## src/rtl/fetch_unit.sv

```systemverilog
// fetch_unit -- instruction-fetch stage.
//
// Owns the fetch PC, issues pipelined word requests to a latency-tolerant
// instruction memory, buffers returned words with their PCs in an in-order
// queue and hands them to decode over a valid/ready handshake. A redirect
// from execute flushes the queue and arranges for every response still in
// flight to be discarded on arrival.
//
// Ports
//   clk, rst          clock, asynchronous active-high reset
//   imem_req_*        request channel to instruction memory (valid/ready/addr)
//   imem_resp_*       in-order response channel (valid/instr), no backpressure
//   redirect_*        branch/jump redirect (one-cycle pulse + target)
//   if_*              decode channel (valid/ready/instr/pc)
//
// Build option
//   FETCH_BYPASS_EN   when defined, a response for an empty queue head is
//                     presented to decode in the cycle it arrives.

module fetch_unit #(
   parameter int unsigned     XLEN       = 32,
   parameter logic [XLEN-1:0] RESET_PC   = '0,
   parameter int unsigned     FIFO_DEPTH = 4
) (
   input  logic            clk,
   input  logic            rst,
   output logic            imem_req_valid,
   input  logic            imem_req_ready,
   output logic [XLEN-1:0] imem_req_addr,
   input  logic            imem_resp_valid,
   input  logic [31:0]     imem_resp_instr,
   input  logic            redirect_valid,
   input  logic [XLEN-1:0] redirect_pc,
   output logic            if_valid,
   input  logic            if_ready,
   output logic [31:0]     if_instr,
   output logic [XLEN-1:0] if_pc
);

   localparam int unsigned AW = $clog2(FIFO_DEPTH);
   localparam int unsigned PW = AW + 1;
   localparam logic [PW:0] DEPTH_W = (PW+1)'(FIFO_DEPTH);

   typedef logic [PW-1:0] ptr_t;

   logic [XLEN-1:0] fetch_pc_q, fetch_pc_d;
   ptr_t            alloc_q, alloc_d;
   ptr_t            fill_q, fill_d;
   ptr_t            read_q, read_d;
   ptr_t            drop_q, drop_d;

   logic [XLEN-1:0] pc_mem_q    [FIFO_DEPTH];
   logic [31:0]     instr_mem_q [FIFO_DEPTH];

   logic [PW:0]     used_w;
   logic            req_fire;
   logic            resp_keep;
   logic            head_filled;
   logic            head_avail;
   logic [31:0]     head_instr;
   logic            pop;
   logic [AW-1:0]   head_idx;
   logic            unused_redirect_lsbs;

   // The low address bits of a redirect target are forced to zero.
   assign unused_redirect_lsbs = ^redirect_pc[1:0];

   assign head_idx = read_q[AW-1:0];

   // Credit covers entries held in the queue (filled or awaiting their
   // response) plus responses still owed to requests killed by a redirect.
   assign used_w = {1'b0, ptr_t'(alloc_q - read_q)} + {1'b0, drop_q};

   assign imem_req_valid = !rst && !redirect_valid && (used_w < DEPTH_W);
   assign imem_req_addr  = fetch_pc_q;
   assign req_fire       = imem_req_valid && imem_req_ready;

   assign resp_keep   = imem_resp_valid && (drop_q == '0);

   // Responses arrive in order, so the head is filled exactly when the fill
   // pointer has moved past the read pointer.
   assign head_filled = (fill_q != read_q);

`ifdef FETCH_BYPASS_EN
   // With an empty head, the next kept response is the head's word.
   assign head_avail = head_filled || resp_keep;
   assign head_instr = head_filled ? instr_mem_q[head_idx] : imem_resp_instr;
`else
   assign head_avail = head_filled;
   assign head_instr = instr_mem_q[head_idx];
`endif

   assign if_valid = head_avail && !redirect_valid;
   assign if_instr = if_valid ? head_instr : '0;
   assign if_pc    = if_valid ? pc_mem_q[head_idx] : '0;
   assign pop      = if_valid && if_ready;

   always_comb begin
      fetch_pc_d = fetch_pc_q;
      alloc_d    = alloc_q;
      fill_d     = fill_q;
      read_d     = read_q;
      drop_d     = drop_q;
      if (redirect_valid) begin
         fetch_pc_d = {redirect_pc[XLEN-1:2], 2'b00};
         alloc_d    = '0;
         fill_d     = '0;
         read_d     = '0;
         // Everything owed from before this cycle becomes a drop, less the
         // response (stale by definition) that lands in this very cycle.
         drop_d     = drop_q + ptr_t'(alloc_q - fill_q)
                      - (imem_resp_valid ? ptr_t'(1) : ptr_t'(0));
      end else begin
         if (req_fire) begin
            fetch_pc_d = fetch_pc_q + XLEN'(4);
            alloc_d    = alloc_q + ptr_t'(1);
         end
         if (imem_resp_valid) begin
            if (drop_q != '0) drop_d = drop_q - ptr_t'(1);
            else              fill_d = fill_q + ptr_t'(1);
         end
         if (pop) read_d = read_q + ptr_t'(1);
      end
   end

   always_ff @(posedge clk or posedge rst) begin
      if (rst) begin
         fetch_pc_q <= RESET_PC;
         alloc_q    <= '0;
         fill_q     <= '0;
         read_q     <= '0;
         drop_q     <= '0;
      end else begin
         fetch_pc_q <= fetch_pc_d;
         alloc_q    <= alloc_d;
         fill_q     <= fill_d;
         read_q     <= read_d;
         drop_q     <= drop_d;
      end
   end

   // Queue storage needs no reset: decode outputs are masked until the
   // entry has been written.
   always_ff @(posedge clk) begin
      if (req_fire) pc_mem_q[alloc_q[AW-1:0]] <= imem_req_addr;
      if (resp_keep && !redirect_valid) instr_mem_q[fill_q[AW-1:0]] <= imem_resp_instr;
   end

endmodule

```

## config.mk

```make
export PLATFORM = sky130hd
export DESIGN_NAME = fetch_unit
export DESIGN_NICKNAME = d
export VERILOG_FILES = /design/src/rtl/fetch_unit.sv
export SDC_FILE = /design/constraint.sdc
export NUM_CORES = 1
export LEC_CHECK = 0
export CORE_AREA = 2 2 152 154
export DETAILED_ROUTE_END_ITERATION = 10
export DIE_AREA = 0 0 154 156
export GPL_TIMING_DRIVEN = 0
export PLACE_DENSITY = 0.79
export SKIP_CTS_REPAIR_TIMING = 1
export SLEW_MARGIN = 10
export SYNTH_ARGS = -nofsm -noshare
export SYNTH_HDL_FRONTEND = slang
export SYNTH_SLANG_ARGS = --single-unit
```

## constraint.sdc

```tcl
create_clock -name clk -period 5.7 [get_ports clk]
set_input_delay 0.57 -clock clk [delete_from_list [all_inputs] [get_ports clk]]
set_output_delay 0.57 -clock clk [all_outputs]
set_load 0.02 [all_outputs]
```

# Word level (Yosys, flattened, before mapping)
# Memories as Yosys holds them, arrays and structs flattened.
# Cells that the tools add are included.
# word_totals
mem_bits_rw	256
n_memories	2
wordCells	56
out_inout_bits	98
inputBits	70
register_bits	44
# op_classes
add_sub_neg	10
order_cmp	1
eq_ne	2
n_mux	19
reduce_logical	17
# memory_table
name	words	width	read_ports	rd_ports_with_merged_regs	write_ports	line_no	source
instr_mem_q	4	32	1	0	1	53	logic [31:0] instr_mem_q [FIFO_DEPTH];
pc_mem_q	4	32	1	0	1	52	logic [XLEN-1:0] pc_mem_q [FIFO_DEPTH];
# ops
op	count
32-bit 2-to-1 mux	4
32-bit by 3-bit adder with 32-bit output, second input constant	1
3-bit 2-to-1 mux	10
3-bit by 1-bit adder with 3-bit output, second input constant	3
2-bit nonzero test	4
1-bit logical AND	7
3-bit subtractor	2
1-bit 2-to-1 mux	5
3-bit by 3-bit adder with 4-bit output	1
4-bit by 3-bit < comparator with 1-bit output, second input constant	1
2-bit AND reduction	2
3-bit adder	1
3-bit zero test	1
3-bit inequality test	1
3-bit nonzero test	1
3-bit by 1-bit subtractor with 3-bit output	1
3-bit by 1-bit subtractor with 3-bit output, second input constant	1
1-bit zero test	2
2-bit inequality test, second input constant	1

# Logic depth before layout (Yosys ltp)
# logic_depth
word_depth	7
mapped_depth	14
mapped_depth_nobuf	12

# Least setup slack after synthesis
# Ideal clock, no wire load.
# synth_path
path_kind	reg-to-reg
start	register read_q[1]
end	memory pc_mem_q[1][10] (enable)
setup_slack_ns	1.129
required_time_ns	5.310
arrival_ns	4.182
period_less_slack_ns	4.571
setup_time_ns	0.390
path_buffers	4
path_stages_with_launch	13
path_cell_list	dfrtp_1 clkbuf_1 clkbuf_1 inv_1 fa_1 xor2_1 xnor2_1 ha_1 or4_4 nor4b_4 buf_2 clkbuf_1 and2_1
# synth_between
elab_chain_cells	7
# synth_lines
item	line_no	source
start: declaration	49	ptr_t read_q, read_d;
start signal: assignment	137	read_q <= read_d;
3-bit subtractor	72	assign used_w = {1'b0, ptr_t'(alloc_q - read_q)} + {1'b0, drop_q};
3-bit by 3-bit adder with 4-bit output	72	
4-bit by 3-bit < comparator with 1-bit output	74	assign imem_req_valid = !rst && !redirect_valid && (used_w < DEPTH_W);
1-bit logical AND	74	
1-bit logical AND	76	assign req_fire = imem_req_valid && imem_req_ready;
1-bit 2-to-1 mux	145	if (req_fire) pc_mem_q[alloc_q[AW-1:0]] <= imem_req_addr;
1-bit 2-to-1 mux (not written as such)	145	
end: declaration	52	
# Every way passes these cells.

# Worst setup path after layout
# layout_path
start	register read_q[1]
end	memory pc_mem_q[1][5] (enable)
# Same word-level chain as after synthesis.

==> reports/qor.csv <==
stage,metric,value,unit
outcome,outcome,completed,
clock_network,clock_path_buffers,3,
floorplanning,num_rows,55,
worst_setup_path,cp_common_cell,clkbuf_1,
worst_setup_path,end_kind,flop,
synth,async_flop_share,14.5,%
floorplanning,core,22400,µm²
floorplanning,dieArea,24000,µm²
synth,ys_seq_elements,290,
routing,drt.antenna.violating_nets,0,
place,port_buffers,161,
floorplanning,die_h,156,µm
cells_and_area,fillerInstances,1444,
global_route,antenna_found_initial,0,
routing,post-route-drc-count,0,
sta,slew_headroom,41.5,%
worst_setup_path,slowest_stage,clkbuf_1,
clock_network,htree_levels,1,
cells_and_area,multiInputGateArea,3450,µm²
global_route,grtUsageTotal,22.0,%
clock_network,cts.sinks,290,
cells_and_area,regArea,8500,µm²
sta,rsz0062_at_grt,no,
pwr,leakagePower,0.00504,µW
clock_network,cts_tree,yes,
worst_setup_path,crit_type,reg -> reg,
routing,vias,7046,
routing,firstDrtPassIters,5,
cells_and_area,nNetsFinal,1005,
routing,wl_per_cell,21.2,µm
cells_and_area,area_growth,25.4,%
place,place_ws,0.221,ns
place,placed_area,14300,µm²
worst_setup_path,cp_cell_sequence,clkbuf_1 -> clkbuf_1 -> inv_1 -> fa_1 -> xor2_1 -> xnor2_1 -> ha_1 -> or4_4 -> nor4b_4 -> buf_2 -> clkbuf_1 -> and2_2 -> buf_16,
sta,fin_worst_skew,0.0153,ns
sta,finalHoldViolations,0,
cells_and_area,layout-drive-gt1-share,14.3,%
cells_and_area,utilization,68.2,%
cells_and_area,final_area,15200,µm²
global_route,first_global_vias,7097,
clock_network,cts_made_buffers,29,
global_route,grt_overflow,0,
worst_setup_path,cp-start-kind,flop,
place,place.gp.congestion,0.866,
floorplanning,die_x,154,µm
sta,max_freq,0.188,GHz
cells_and_area,final_cell_mix,"248 x edfxtp_1, 161 x clkdlybuf4s50_1, 65 x nor2b_1, 62 x mux4_2, 42 x dfrtp_1",
pwr,power.density,373,nW/µm²
worst_setup_path,crit_family,buffers and inverters,
worst_setup_path,required,5.93,ns
sta,fin_crit_sh,93.5,%
routing,wirelength,25.9,mm
floorplanning,start_util,54.4,%
clock_network,insertion_delay,0.53,ns
pwr,ir_drop,0.293,mV
run,drv_cap,0,
worst_setup_path,r2r_setup_slack,0.37,ns
cells_and_area,mostFrequentLayoutCell,edfxtp_1,
clock_network,clk_pin_slew,0.06,ns
synth,syn-cell-area,12200,µm²
cells_and_area,n_antenna_cell,0,
synth,synthCells,710,
sta,tightest_slew,0.877,ns
global_route,grt_max_degree,31,
worst_setup_path,cp_max_fo,21,
global_route,grt_first_pass_wirelength,40.6,mm
place,hpwl,17.5,mm
synth,synth_cell_types,47,
synth,ys_seq_area_share,69.9,%
floorplanning,io_pins,168,
sta,finalCriticalPeriod,5.33,ns
routing,drtIter0Drc,565,
worst_setup_path,cp_num_buf_inv,6,
synth,yosys_warnings,0,
worst_hold_path,hp-class,in -> async,
routing,viasPerCell,5.77,
sta,worst_slack,0.369,ns
synth,synth_edf_count,248,
worst_setup_path,slowest_delay,0.55,ns
sta,slew_violations,0,
synth,yosys_most_used_dff,edfxtp_1,
pwr,finalPower,5680,µW
worst_setup_path,worstPathArrival,5.56,ns
sta,setup_viol,0,
clock_network,cts_root_buf,clkbuf_16,
synth,avgSynthCellArea,17.1,µm²
flip-flops by register name, indices dropped and copies added, names as in the netlist:
register and count:
instr_mem_q 128, pc_mem_q 120, imem_req_addr 30, alloc_q 3, drop_q 3, fill_q 3, read_q 3
worst paths after layout:
check                      cells past startpoint             startpoint                       endpoint
max                                           13  read_q[1]$_DFFE_PP0P_       pc_mem_q[1][5]$_DFFE_PP_
min                                            2                    rst  imem_req_addr[24]$_DFFE_PP0P_
max reg2reg                                   13  read_q[1]$_DFFE_PP0P_       pc_mem_q[1][5]$_DFFE_PP_
min reg2reg                                    1  drop_q[2]$_DFFE_PP0P_          drop_q[2]$_DFFE_PP0P_
max in group asynchronous                      3                    rst          drop_q[2]$_DFFE_PP0P_
min in group clk                               1  drop_q[2]$_DFFE_PP0P_          drop_q[2]$_DFFE_PP0P_
logic make-up (layout without fill, tap and decap cells):
logic type	Yosys count	in the layout	synth area share [%]
simple gates	193	193	9.07
buf+inv	59	283	2.03
xor+xnor	25	25	1.80
fa+ha+maj	21	21	2.47
flops	290	290	69.9
other cells	1	4	0.0308
compound gates	56	56	2.97
mux	65	65	11.7
power by group:
group | total [µW] | internal [µW] | switching [µW]
sequential | 2560 | 2440 | 121
combinational | 1320 | 650 | 669
clock | 1810 | 1060 | 745
total | 5680 | 4150 | 1540
layout make-up:
cell class / instances / share of cell area (%)
plain buffers: 39 / 1.12
clock buffers: 40 / 5.23
clock inverters: 14 / 0.771
inverters: 20 / 0.492
multi-input cells: 364 / 22.6
flip-flops and latches: 290 / 55.7
well taps: 285 / 2.34
repair buffers: 170 / 11.7
metal layers:
layer / part of all wire [%] / global-route usage [%]
met5: 0 / 0
met4: 1.4 / 4.18
met3: 7.5 / 3.03
met1: 42 / 32.0
met2: 49 / 36.4
per-stage QoR:
stage / TNS [ns] / hold slack (ns) / std cells
after floorplan: 0 / 0.482 / 713
after global placement: -42.52 / 0.529 / 1159
after detailed placement: 0 / 0.534 / 1168
after CTS: 0 / 0.413 / 1222
after global routing: 0 / 0.447 / 1222
final: 0 / 0.442 / 1222
Yosys cell counts, types with 6 or more instances:
cell,instances,share of area (%)
edfxtp_1,248,61
nor2b_1,65,3.3
mux4_2,62,11
dfrtp_1,42,8.6
nand2_1,36,1.1
o21ai_0,24,0.99
clkbuf_1,21,0.65
inv_1,20,0.62
nand3_1,19,0.78
nor2_1,19,0.59
ha_1,16,1.6
xnor2_1,16,1.2
nand4_1,14,0.72
buf_1,11,0.34
o211ai_1,9,0.56
xor2_1,9,0.65
and2_1,8,0.41
nor3_1,6,0.25
Note: power is estimated with default switching activity, not from simulation.
